===== src/rtl/ccip_line_reduce_if.sv =====
// CCI-P style channel bundle for ccip_line_reduce: c0 carries line reads and
// their responses, c1 carries the single result-line write and its ack.
interface ccip_line_reduce_if;
   logic         c0_tx_valid;
   logic [41:0]  c0_tx_addr;
   logic         c0_almfull;
   logic         c0_rsp_valid;
   logic [511:0] c0_rsp_data;
   logic         c1_tx_valid;
   logic [41:0]  c1_tx_addr;
   logic [511:0] c1_tx_data;
   logic         c1_almfull;
   logic         c1_wr_ack;

   modport master (
      output c0_tx_valid, c0_tx_addr, c1_tx_valid, c1_tx_addr, c1_tx_data,
      input  c0_almfull, c0_rsp_valid, c0_rsp_data, c1_almfull, c1_wr_ack
   );

   modport slave (
      input  c0_tx_valid, c0_tx_addr, c1_tx_valid, c1_tx_addr, c1_tx_data,
      output c0_almfull, c0_rsp_valid, c0_rsp_data, c1_almfull, c1_wr_ack
   );
endinterface


===== src/rtl/ccip_line_reduce.sv =====
// Reads num_lines cache lines, sums every unsigned element of every line and
// writes the sum (with an overflow flag in bit 511) as one result line.
module ccip_line_reduce #(
   parameter int ELEM_WIDTH      = 8,
   parameter int ACC_WIDTH       = 32,
   parameter int MAX_OUTSTANDING = 4,
   parameter int LEN_WIDTH       = 16,
   parameter int SATURATE        = 0
) (
   input  logic                  clk,
   input  logic                  reset_n,
   input  logic                  start,
   input  logic [41:0]           rd_base,
   input  logic [41:0]           wr_addr,
   input  logic [LEN_WIDTH-1:0]  num_lines,
   ccip_line_reduce_if.master    bus,
   output logic                  busy,
   output logic                  done,
   output logic [ACC_WIDTH-1:0]  result,
   output logic                  overflow
);
   localparam int NUM_ELEM   = 512 / ELEM_WIDTH;
   localparam int SUM_WIDTH  = ELEM_WIDTH + $clog2(NUM_ELEM);
   localparam int FULL_WIDTH = ((ACC_WIDTH > SUM_WIDTH) ? ACC_WIDTH : SUM_WIDTH) + 1;
   localparam int OUT_WIDTH  = $clog2(MAX_OUTSTANDING + 1);

   typedef enum logic [1:0] {ST_IDLE, ST_READ, ST_WRITE, ST_WAIT_ACK} state_t;

   state_t                r_state, w_next_state;
   logic [41:0]           r_rd_base, r_wr_addr;
   logic [LEN_WIDTH-1:0]  r_num_lines, r_issued, r_received;
   logic [OUT_WIDTH-1:0]  r_outstanding;
   logic                  r_s1_valid;
   logic [SUM_WIDTH-1:0]  r_s1_sum;
   logic [ACC_WIDTH-1:0]  r_acc, r_result;
   logic                  r_overflow, r_done;
   logic                  r_c0_valid, r_c1_valid;
   logic [41:0]           r_c0_addr, r_c1_addr;
   logic [511:0]          r_c1_data;

   logic                  w_start_ok, w_issue, w_write, w_finish, w_rsp_accept;
   logic [SUM_WIDTH-1:0]  w_line_sum;
   logic [FULL_WIDTH-1:0] w_full;
   logic                  w_carry;
   logic [ACC_WIDTH-1:0]  w_acc_next;
   logic [511:0]          w_wdata;

   // NOTE: every always_comb output gets a default first so no path can infer a latch.
   always_comb begin
      w_next_state = r_state;
      w_start_ok   = 1'b0;
      w_issue      = 1'b0;
      w_write      = 1'b0;
      w_finish     = 1'b0;
      case (r_state)
         ST_IDLE: begin
            if (start) begin
               w_start_ok   = 1'b1;
               w_next_state = (num_lines == '0) ? ST_WRITE : ST_READ;
            end
         end
         ST_READ: begin
            w_issue = !bus.c0_almfull && (r_outstanding < OUT_WIDTH'(MAX_OUTSTANDING)) &&
                      (r_issued < r_num_lines);
            // Leave only once the last response has also passed through stage 2.
            if ((r_received == r_num_lines) && !r_s1_valid) w_next_state = ST_WRITE;
         end
         ST_WRITE: begin
            if (!bus.c1_almfull) begin
               w_write      = 1'b1;
               w_next_state = ST_WAIT_ACK;
            end
         end
         ST_WAIT_ACK: begin
            if (bus.c1_wr_ack) begin
               w_finish     = 1'b1;
               w_next_state = ST_IDLE;
            end
         end
         default: w_next_state = ST_IDLE;
      endcase
   end

   // NOTE: state is updated with non-blocking assignments so every register samples pre-edge values.
   always_ff @(posedge clk or negedge reset_n) begin
      if (!reset_n) r_state <= ST_IDLE;
      else          r_state <= w_next_state;
   end

   assign w_rsp_accept = (r_state == ST_READ) && bus.c0_rsp_valid && (r_outstanding != '0);

   always_comb begin
      w_line_sum = '0;
      for (int i = 0; i < NUM_ELEM; i++)
         w_line_sum = w_line_sum + SUM_WIDTH'(bus.c0_rsp_data[i*ELEM_WIDTH +: ELEM_WIDTH]);
   end

   // Carry is any bit of the widened sum above the accumulator width.
   assign w_full     = FULL_WIDTH'(r_acc) + FULL_WIDTH'(r_s1_sum);
   assign w_carry    = |w_full[FULL_WIDTH-1:ACC_WIDTH];
   assign w_acc_next = ((SATURATE != 0) && w_carry) ? '1 : w_full[ACC_WIDTH-1:0];

   always_comb begin
      w_wdata                  = '0;
      w_wdata[ACC_WIDTH-1:0]   = r_acc;
      w_wdata[511]             = r_overflow;
   end

   always_ff @(posedge clk or negedge reset_n) begin
      if (!reset_n) begin
         r_rd_base     <= '0;
         r_wr_addr     <= '0;
         r_num_lines   <= '0;
         r_issued      <= '0;
         r_received    <= '0;
         r_outstanding <= '0;
         r_s1_valid    <= 1'b0;
         r_s1_sum      <= '0;
         r_acc         <= '0;
         r_overflow    <= 1'b0;
         r_result      <= '0;
         r_done        <= 1'b0;
         r_c0_valid    <= 1'b0;
         r_c0_addr     <= '0;
         r_c1_valid    <= 1'b0;
         r_c1_addr     <= '0;
         r_c1_data     <= '0;
      end else begin
         r_c0_valid <= w_issue;
         r_c1_valid <= w_write;
         r_done     <= w_finish;
         r_s1_valid <= w_rsp_accept;
         if (w_rsp_accept) r_s1_sum <= w_line_sum;

         if (w_start_ok) begin
            r_rd_base     <= rd_base;
            r_wr_addr     <= wr_addr;
            r_num_lines   <= num_lines;
            r_issued      <= '0;
            r_received    <= '0;
            r_outstanding <= '0;
            r_acc         <= '0;
            r_overflow    <= 1'b0;
         end else begin
            if (w_issue) begin
               r_c0_addr <= r_rd_base + 42'(r_issued);
               r_issued  <= r_issued + 1'b1;
            end
            case ({w_issue, w_rsp_accept})
               2'b10:   r_outstanding <= r_outstanding + 1'b1;
               2'b01:   r_outstanding <= r_outstanding - 1'b1;
               default: ;
            endcase
            if (w_rsp_accept) r_received <= r_received + 1'b1;
            if (r_s1_valid) begin
               r_acc      <= w_acc_next;
               r_overflow <= r_overflow | w_carry;
            end
         end

         if (w_write) begin
            r_c1_addr <= r_wr_addr;
            r_c1_data <= w_wdata;
         end
         if (w_finish) r_result <= r_acc;
      end
   end

   assign bus.c0_tx_valid = r_c0_valid;
   assign bus.c0_tx_addr  = r_c0_addr;
   assign bus.c1_tx_valid = r_c1_valid;
   assign bus.c1_tx_addr  = r_c1_addr;
   assign bus.c1_tx_data  = r_c1_data;
   assign busy            = (r_state != ST_IDLE);
   assign done            = r_done;
   assign result          = r_result;
   assign overflow        = r_overflow;
endmodule

===== src/flat_wrapper.sv =====
// flat-port wrapper written by rule: the top's interface ports become plain ports
module ccip_line_reduce_flat 
#(
   parameter int ELEM_WIDTH      = 8,
   parameter int ACC_WIDTH       = 32,
   parameter int MAX_OUTSTANDING = 4,
   parameter int LEN_WIDTH       = 16,
   parameter int SATURATE        = 0
)
  (clk, reset_n, start, rd_base, wr_addr, num_lines, busy, done, result, overflow, bus_c0_tx_valid, bus_c0_tx_addr, bus_c1_tx_valid, bus_c1_tx_addr, bus_c1_tx_data, bus_c0_almfull, bus_c0_rsp_valid, bus_c0_rsp_data, bus_c1_almfull, bus_c1_wr_ack);
  ccip_line_reduce_if bus_i ();
  input  logic clk;
  input  logic reset_n;
  input  logic start;
  input  logic [41:0] rd_base;
  input  logic [41:0] wr_addr;
  input  logic [LEN_WIDTH-1:0] num_lines;
  output logic busy;
  output logic done;
  output logic [ACC_WIDTH-1:0] result;
  output logic overflow;
  output wire logic [$bits(bus_i.c0_tx_valid)-1:0] bus_c0_tx_valid;
  output wire logic [$bits(bus_i.c0_tx_addr)-1:0] bus_c0_tx_addr;
  output wire logic [$bits(bus_i.c1_tx_valid)-1:0] bus_c1_tx_valid;
  output wire logic [$bits(bus_i.c1_tx_addr)-1:0] bus_c1_tx_addr;
  output wire logic [$bits(bus_i.c1_tx_data)-1:0] bus_c1_tx_data;
  input wire logic [$bits(bus_i.c0_almfull)-1:0] bus_c0_almfull;
  input wire logic [$bits(bus_i.c0_rsp_valid)-1:0] bus_c0_rsp_valid;
  input wire logic [$bits(bus_i.c0_rsp_data)-1:0] bus_c0_rsp_data;
  input wire logic [$bits(bus_i.c1_almfull)-1:0] bus_c1_almfull;
  input wire logic [$bits(bus_i.c1_wr_ack)-1:0] bus_c1_wr_ack;
  assign bus_c0_tx_valid = bus_i.c0_tx_valid;
  assign bus_c0_tx_addr = bus_i.c0_tx_addr;
  assign bus_c1_tx_valid = bus_i.c1_tx_valid;
  assign bus_c1_tx_addr = bus_i.c1_tx_addr;
  assign bus_c1_tx_data = bus_i.c1_tx_data;
  assign bus_i.c0_almfull = bus_c0_almfull;
  assign bus_i.c0_rsp_valid = bus_c0_rsp_valid;
  assign bus_i.c0_rsp_data = bus_c0_rsp_data;
  assign bus_i.c1_almfull = bus_c1_almfull;
  assign bus_i.c1_wr_ack = bus_c1_wr_ack;
  ccip_line_reduce #(.ELEM_WIDTH(ELEM_WIDTH), .ACC_WIDTH(ACC_WIDTH), .MAX_OUTSTANDING(MAX_OUTSTANDING), .LEN_WIDTH(LEN_WIDTH), .SATURATE(SATURATE)) u_core (.clk(clk), .reset_n(reset_n), .start(start), .rd_base(rd_base), .wr_addr(wr_addr), .num_lines(num_lines), .bus(bus_i), .busy(busy), .done(done), .result(result), .overflow(overflow));
endmodule

===== config.mk =====
export PLATFORM = sky130hd
export DESIGN_NAME = ccip_line_reduce_flat
export DESIGN_NICKNAME = d
export VERILOG_FILES = /design/src/rtl/ccip_line_reduce_if.sv /design/src/rtl/ccip_line_reduce.sv /design/src/flat_wrapper.sv
export SDC_FILE = /design/constraint.sdc
export NUM_CORES = 1
export LEC_CHECK = 0
export ABC_CLOCK_PERIOD_IN_PS = 4100
export CORE_AREA = 2 2 482 484
export CTS_BUF_LIST = sky130_fd_sc_hd__clkbuf_16
export DETAILED_ROUTE_END_ITERATION = 12
export DIE_AREA = 0 0 484 486
export GPL_ROUTABILITY_DRIVEN = 0
export HOLD_SLACK_MARGIN = 0.02
export PLACE_DENSITY_LB_ADDON = 0.25
export REMOVE_ABC_BUFFERS = 1
export SETUP_SLACK_MARGIN = 0.2
export SLEW_MARGIN = 20
export SYNTH_ARGS = -nofsm -noshare
export SYNTH_HDL_FRONTEND = slang
export SYNTH_SLANG_ARGS = --single-unit
export TNS_END_PERCENT = 20

===== constraint.sdc =====
create_clock -name clk -period 4.1 [get_ports clk]
set_clock_uncertainty 0.2 [all_clocks]
set_input_delay 0.82 -clock clk [delete_from_list [all_inputs] [get_ports clk]]
set_output_delay 0.82 -clock clk [all_outputs]
set_load 0.03 [all_outputs]

==> results.cfg, run 1 <==
[status]
status = finished, violations left
failed_checks = negative setup slack

[timing]
hold_violations = 0
rsz0062_at_grt = yes
slew_headroom_pct = 32.0
fmax_mhz = 128
final.setup.tns_ns = -40.23
setup-violations-final = 13
postLayoutSetupSlackWorst_ns = -3.69
worst_pin_slew_ns = 1.02
maxSlewViolCount = 0
fin_crit_sh_pct = 190
min_period_ns = 7.79

[floorplan]
die_h_um = 486
dieArea_um2 = 235000
die_w_um = 484
initial_utilization_pct = 14.0
core_area_um2 = 229000
rows = 176
io_pins = 1252

[detailed_routing]
first_pass_iters = 5
drc = 0
antenna_left = 0
viasPerCell = 3.20
drtIter0Drc = 696
post_drt_wl_per_cell_um = 17.9
drt_wl_total_mm = 129
vias = 23200

[cells_and_area]
area_growth_pct = 38.0
drive_gt1_share_pct = 5.90
seq_area_um2 = 8430
fillers = 25500
finish.utilization_pct = 19.4
num-nets-final = 5390
multiInputGateArea_um2 = 19700

[synth]
postSynthCellCount = 3333
ys_seq_elements = 337
synth_cell_types = 63
synth_edf_count = 0
seq_area_frac_synth_pct = 26.2
async_flop_share_pct = 100
ys_warn_count = 0
synthFlopType = dfrtp_1
synth_area_um2 = 32200
syn_area_per_cell_um2 = 9.67

[grt]
grt_util_all_layers_pct = 10.7
grt_max_degree = 113
antenna_found_initial = 24
grt-ovfl-total = 0
grt_pass1_vias = 24800
grt_first_pass_wirelength_mm = 181

[run]
drv_cap = 0

[worst_setup_path]
cp-start-kind = primary input
end_kind = flip-flop
critPathMaxFanout = 4
r2r_setup_slack_ns = 0.54
critPathMostFrequentCell = fa_1
cp.arrival_ns = 8.08
crit_start = bus_c0_rsp_data[0]
required_ns = 4.39
worstReg2RegStart = u_core.r_state[1]
path_class = in2reg
worst_path_max_delay_cell = fa_2
r2r_end = u_core.r_outstanding[2]
r2r_cells = 11
cpPeakStageDelay_ns = 0.60

[cts]
cts_tree = built
cts.htree.levels = 2
root_buffer = clkbuf_16
clk_path_buf_depth = 3
cts_buffers = 47
clk_pin_slew_ns = 0.06
clock-sinks = 337
clk_latency_ns = 0.63

[worst_hold_path]
hold_depth = 2
worst_hold_path_type = reg2reg
min_from = u_core.r_wr_addr[12]
hold_path_end = u_core.bus.c1_tx_addr[12]

[place]
portBuffers = 772
hpwl_mm = 113
[critical path, delay by kind of cell]
| kind | cells | cell delay, ns |
|---|---|---|
| compound gates | 7 | 0.90 |
| fa+ha+maj | 12 | 5.20 |
| xor+xnor | 2 | 0.24 |
| simple gates | 3 | 0.34 |
| buf+inv | 7 | 0.57 |
[flip-flops by register name, summed over array words and instances, names as in the netlist]
name,count
u_core.bus.c1_tx_valid,1
u_core.r_rd_base,42
u_core.bus.c1_tx_data,33
u_core.r_num_lines,16
u_core.bus.c0_tx_valid,1
u_core.r_issued,16
u_core.r_s1_sum,14
u_core.r_outstanding,3
u_core.r_wr_addr,42
u_core.bus.c0_tx_addr,42
u_core.bus.c1_tx_addr,42
u_core.r_received,16
u_core.done,1
u_core.r_s1_valid,1
u_core.result,32
u_core.r_acc,32
u_core.r_state,2
u_core.overflow,1
[placed cells by master (no fill, tap or decap), types with 5 or more instances in the layout]
cell             Yosys  final
buf_4              479     61
o311ai_0             7      7
ha_4                 0     12
and3_1              12     12
a211oi_1             7      7
clkinv_1             1     10
o21a_1               8      8
nand3_1             38     38
ha_1               123    109
a21oi_2              0      5
buf_12               0     22
a21oi_1             59     50
o21ai_1              3      5
mux2i_1              5      5
and2_1               6      5
o21ai_0             98     93
inv_1              622    625
clkdlybuf4s50_1      0    762
and4_1               7      7
o41ai_1              8      8
mux2_2              34     34
nor3_1              16     13
clkbuf_16            0     48
xnor2_1             56     53
inv_2                0      6
a21o_1              16     16
xor2_1              50     49
or3_1               13     13
clkinv_2             0      5
diode_2              0      6
nand2b_1            15     14
nand2_1            596    594
fa_1               485    482
dfrtp_1            337    337
nand4_1             18     18
or4_1                5      5
conb_1               1    479
nor2_1              66     65
o211ai_1            10     10
o31ai_1              8      8
[through the flow]
step	cells	area [µm²]	hold WS (ns)	setup slack, ns
floorplan	3257	30100	0.239	-4.18
finish	7232	44500	0.250	-3.69
detailed placement	7137	42600	0.249	-5.35
global route	7230	44500	0.269	-3.97
global placement	7137	42600	0.244	-5.32
CTS	7224	44300	0.233	-3.77
[synth_stat cells, types with 3 or more instances]
library cell | instances | share of area, %
o31ai_1 | 8 | 0.19
nand3_1 | 38 | 0.59
o21a_1 | 8 | 0.19
a21oi_1 | 59 | 0.92
inv_1 | 622 | 7.2
dfrtp_1 | 337 | 26
clkbuf_1 | 67 | 0.78
o21ai_0 | 98 | 1.5
o41ai_1 | 8 | 0.22
nand2_1 | 596 | 6.9
xor2_1 | 50 | 1.4
or4_1 | 5 | 0.12
a211oi_1 | 7 | 0.16
o21ai_1 | 3 | 0.047
nor2_1 | 66 | 0.77
o2111ai_1 | 3 | 0.082
o21bai_1 | 5 | 0.12
ha_1 | 123 | 4.8
mux2i_1 | 5 | 0.16
and3_1 | 12 | 0.23
a21o_1 | 16 | 0.37
buf_2 | 4 | 0.062
nor3b_1 | 4 | 0.093
nand4b_1 | 3 | 0.082
and4_1 | 7 | 0.19
a21boi_0 | 3 | 0.070
mux2_2 | 34 | 1.2
fa_1 | 485 | 30
or2_2 | 3 | 0.058
or3_1 | 13 | 0.25
o211ai_1 | 10 | 0.23
buf_1 | 4 | 0.047
buf_4 | 479 | 11
and2_1 | 6 | 0.12
o311ai_0 | 7 | 0.19
xnor2_1 | 56 | 1.5
nor3_1 | 16 | 0.25
nand2b_1 | 15 | 0.29
nand4_1 | 18 | 0.35
[per-layer routing]
| metal | wire length [µm] | track usage [%] | vias to the layer above | share of wire (%) |
|---|---|---|---|---|
| met5 | 40 | 0 | - | 0.031 |
| met4 | 2660 | 2.51 | 6 | 2.1 |
| met3 | 5920 | 1.83 | 114 | 4.6 |
| met2 | 64800 | 18.4 | 662 | 50 |
| met1 | 55900 | 13.8 | 11600 | 43 |
| li1 | - | - | 10800 | - |
[kinds of logic (layout without fill, tap and decap cells)]
logic type	Yosys count	after routing	share of synthesized area [%]
fa+ha+maj	608	608	34.9
simple gates	810	810	10.5
mux	39	39	1.34
buf+inv	1177	1566	19.3
other cells	1	485	0.0116
compound gates	255	255	4.89
flops	337	337	26.2
xor+xnor	106	106	2.88
[what timing repair did]
item / in CTS / in global routing
buffers inserted: 0 / 2
pin swaps: 52 / 41
setup endpoints to repair: 14 / 14
resized for setup: 54 / 26
endpoints found under the hold margin: 18 / 0
hold buffers: 1 / 0
[final cells by class]
class                           instances  area share [%]
Tap cell                             3026            8.51
Clock buffer                           48            2.70
Antenna cell                            6          0.0338
Inverter                              623            5.27
Sequential cell                       337            19.0
Clock inverter                         38           0.743
Timing Repair Buffer                  857            19.4
Multi-Input combinational cell       2297            44.3
[how the worst max path moves through the flow]
stage | to | slack (ns) | depth (start not counted)
2_1_floorplan | u_core.r_s1_sum[12] | -4.18 | 28
3_3_place_gp | u_core.r_s1_sum[13] | -5.32 | 30
3_5_place_dp | u_core.r_s1_sum[13] | -5.35 | 30
4_1_cts | u_core.r_s1_sum[13] | -3.77 | 30
5_1_grt | u_core.r_s1_sum[11] | -3.97 | 30
6_report | u_core.r_s1_sum[11] | -3.69 | 31
Power of run 1 is not shown: default switching activity piles up to over one toggle a cycle in this logic, so the estimate is an artifact.
==> run 2, diff against run 1 <==
--- a/config.mk
+++ b/config.mk
@@ -15,5 +15,5 @@
 export PLACE_DENSITY_LB_ADDON = 0.25
 export REMOVE_ABC_BUFFERS = 1
-export SETUP_SLACK_MARGIN = 0.2
+export SETUP_SLACK_MARGIN = 0.5
 export SLEW_MARGIN = 20
 export SYNTH_ARGS = -nofsm -noshare
==> constraint.sdc (replaced) <==
create_clock -name clk -period 4.1 [get_ports clk]
set_clock_uncertainty 0.2 [all_clocks]
set_input_delay 1.23 -clock clk [delete_from_list [all_inputs] [get_ports clk]]
set_output_delay 1.23 -clock clk [all_outputs]
set_load 0.03 [all_outputs]
==> run 2 against run 1 <==
The run still ends with negative setup slack left. First-iteration DRC count increased by 15%. Sequential share of layout area fell by 0.050 points. Critical path depth fell by 2. Worst setup slack got worse by 0.36 ns. Non-clock buffer count rose by 6. Via count decreased by 0.20%. Global-route usage shrank 0.056 points. Worst hold slack better by 0.0050 ns.
==> results.cfg, run 2 (synthesized netlist as in run 1, its figures left out) <==
[status]
status = finished, violations left
failed_checks = negative setup slack

[timing]
worst_pin_slew_ns = 0.808
maxSlewViolCount = 0
timing.hold.ws_ns = 0.255
min_period_ns = 8.15
postLayoutSetupSlackWorst_ns = -4.05
fmax_mhz = 123
fin_crit_sh_pct = 199
setup-violations-final = 13
rsz0062_at_grt = yes
slew_headroom_pct = 45.4
hold_violations = 0

[cts]
hold_buffers = 0
cts_tree = built
clock-sinks = 337
root_buffer = clkbuf_16
clk_path_buf_depth = 3
cts.htree.levels = 2
clk_latency_ns = 0.63
cts_buffers = 48
clk_pin_slew_ns = 0.06

[cells_and_area]
num-nets-final = 5397
mostFrequentLayoutCells = clkdlybuf4s50_1, inv_1, nand2_1
layout_commonest_cell = clkdlybuf4s50_1
drive_gt1_share_pct = 6.45
design_area_um2 = 44600
area_growth_pct = 38.4

[worst_setup_path]
end_kind = flip-flop
r2r_cells = 12
cp-start-kind = primary input
worst_path_max_delay_cell = fa_1
cp.arrival_ns = 8.45
required_ns = 4.40
path_class = in2reg
critPathMostFrequentCell = fa_1
r2r_setup_slack_ns = 0.58
cpPeakStageDelay_ns = 0.57
critPathMaxFanout = 2

[floorplan]
io_pins = 1252
core_area_um2 = 229000
die_w_um = 484
rows = 176
dieArea_um2 = 235000
initial_utilization_pct = 14.0
die_h_um = 486

[detailed_routing]
drt_wl_total_mm = 129
drtIter0Drc = 803
antenna_left = 0
post_drt_wl_per_cell_um = 17.8
viasPerCell = 3.20
vias = 23100
drc = 0
first_pass_iters = 4

[place]
portBuffers = 772
hpwl_mm = 113
place_area_um2 = 42600
place_ws_ns = -5.73

[grt]
grt_first_pass_wirelength_mm = 180
antenna_found_initial = 24
grt_util_all_layers_pct = 10.6
grt_max_degree = 79
grt-ovfl-total = 0
grt_pass1_vias = 24600

[run]
drv_cap = 0

[worst_hold_path]
worst_hold_path_type = reg2reg
hold_depth = 2
## run 2: cell types whose count changed in the layout (fill, tap and decap cells not counted), sizes merged
cell / before / now
dlygate4sd3: 1 / 0
clkbuf: 49 / 50
diode: 6 / 5
inv: 635 / 633
dlymetal6s2s: 1 / 3
clkdlybuf4s50: 762 / 759
dlygate4sd2: 4 / 5
bufinv: 4 / 2
buf: 88 / 94
## run 2: final timing paths
kind                                startpoint                   endpoint
min reg2reg                u_core.r_wr_addr[5]   u_core.bus.c1_tx_addr[5]
max reg2reg                 u_core.r_issued[5]    u_core.r_outstanding[2]
max                         bus_c0_rsp_data[8]        u_core.r_s1_sum[13]
max in group asynchronous              reset_n  u_core.bus.c0_tx_addr[36]
min                        u_core.r_wr_addr[5]   u_core.bus.c1_tx_addr[5]
min in group asynchronous              reset_n       u_core.r_wr_addr[27]
## run 2: what timing repair did
action | CTS | global route
pin swaps | 57 | 45
endpoints found under the setup margin | 24 | 26
setup buffers | 8 | 2
cloned | 0 | 0
resized for setup | 73 | 31
## run 2: metrics by stage
step	utilization, %	instances	TNS [ns]
CTS	19.4	7226	-45.90
global placement	18.6	7136	-65.90
detailed placement	18.6	7136	-66.14
global route	19.4	7231	-48.10
finish	19.4	7233	-45.26
floorplan	-	3257	-213.04
## run 2: worst max-delay path, delay by kind of cell
kind | cells | cell delay (ns)
adder cells (fa/ha/maj) | 12 | 5.23
XOR/XNOR | 2 | 0.25
AND/OR/NAND/NOR | 1 | 0.22
AO/OA/AOI/OAI | 6 | 0.82
buffers and inverters | 8 | 0.68
## run 2: cell type report
| type | count | area [µm²] |
|---|---|---|
| Fill cell | 25500 | 185000 |
| Multi-Input combinational cell | 2297 | 19800 |
| Timing Repair Buffer | 863 | 8730 |
| Sequential cell | 337 | 8430 |
| Tap cell | 3026 | 3790 |
| Inverter | 623 | 2340 |
| Clock buffer | 48 | 1200 |
| Clock inverter | 34 | 277 |
| Antenna cell | 5 | 12.5 |
## run 2: metal layers
layer	global-route usage [%]	share of wire, %	vias to the layer above
met5	0	0.036	-
met4	2.53	2.5	6
met3	2.03	5.2	104
met2	18.3	50	680
met1	13.5	43	11500
li1	-	-	10800
Power of run 2 is left out for the same reason.
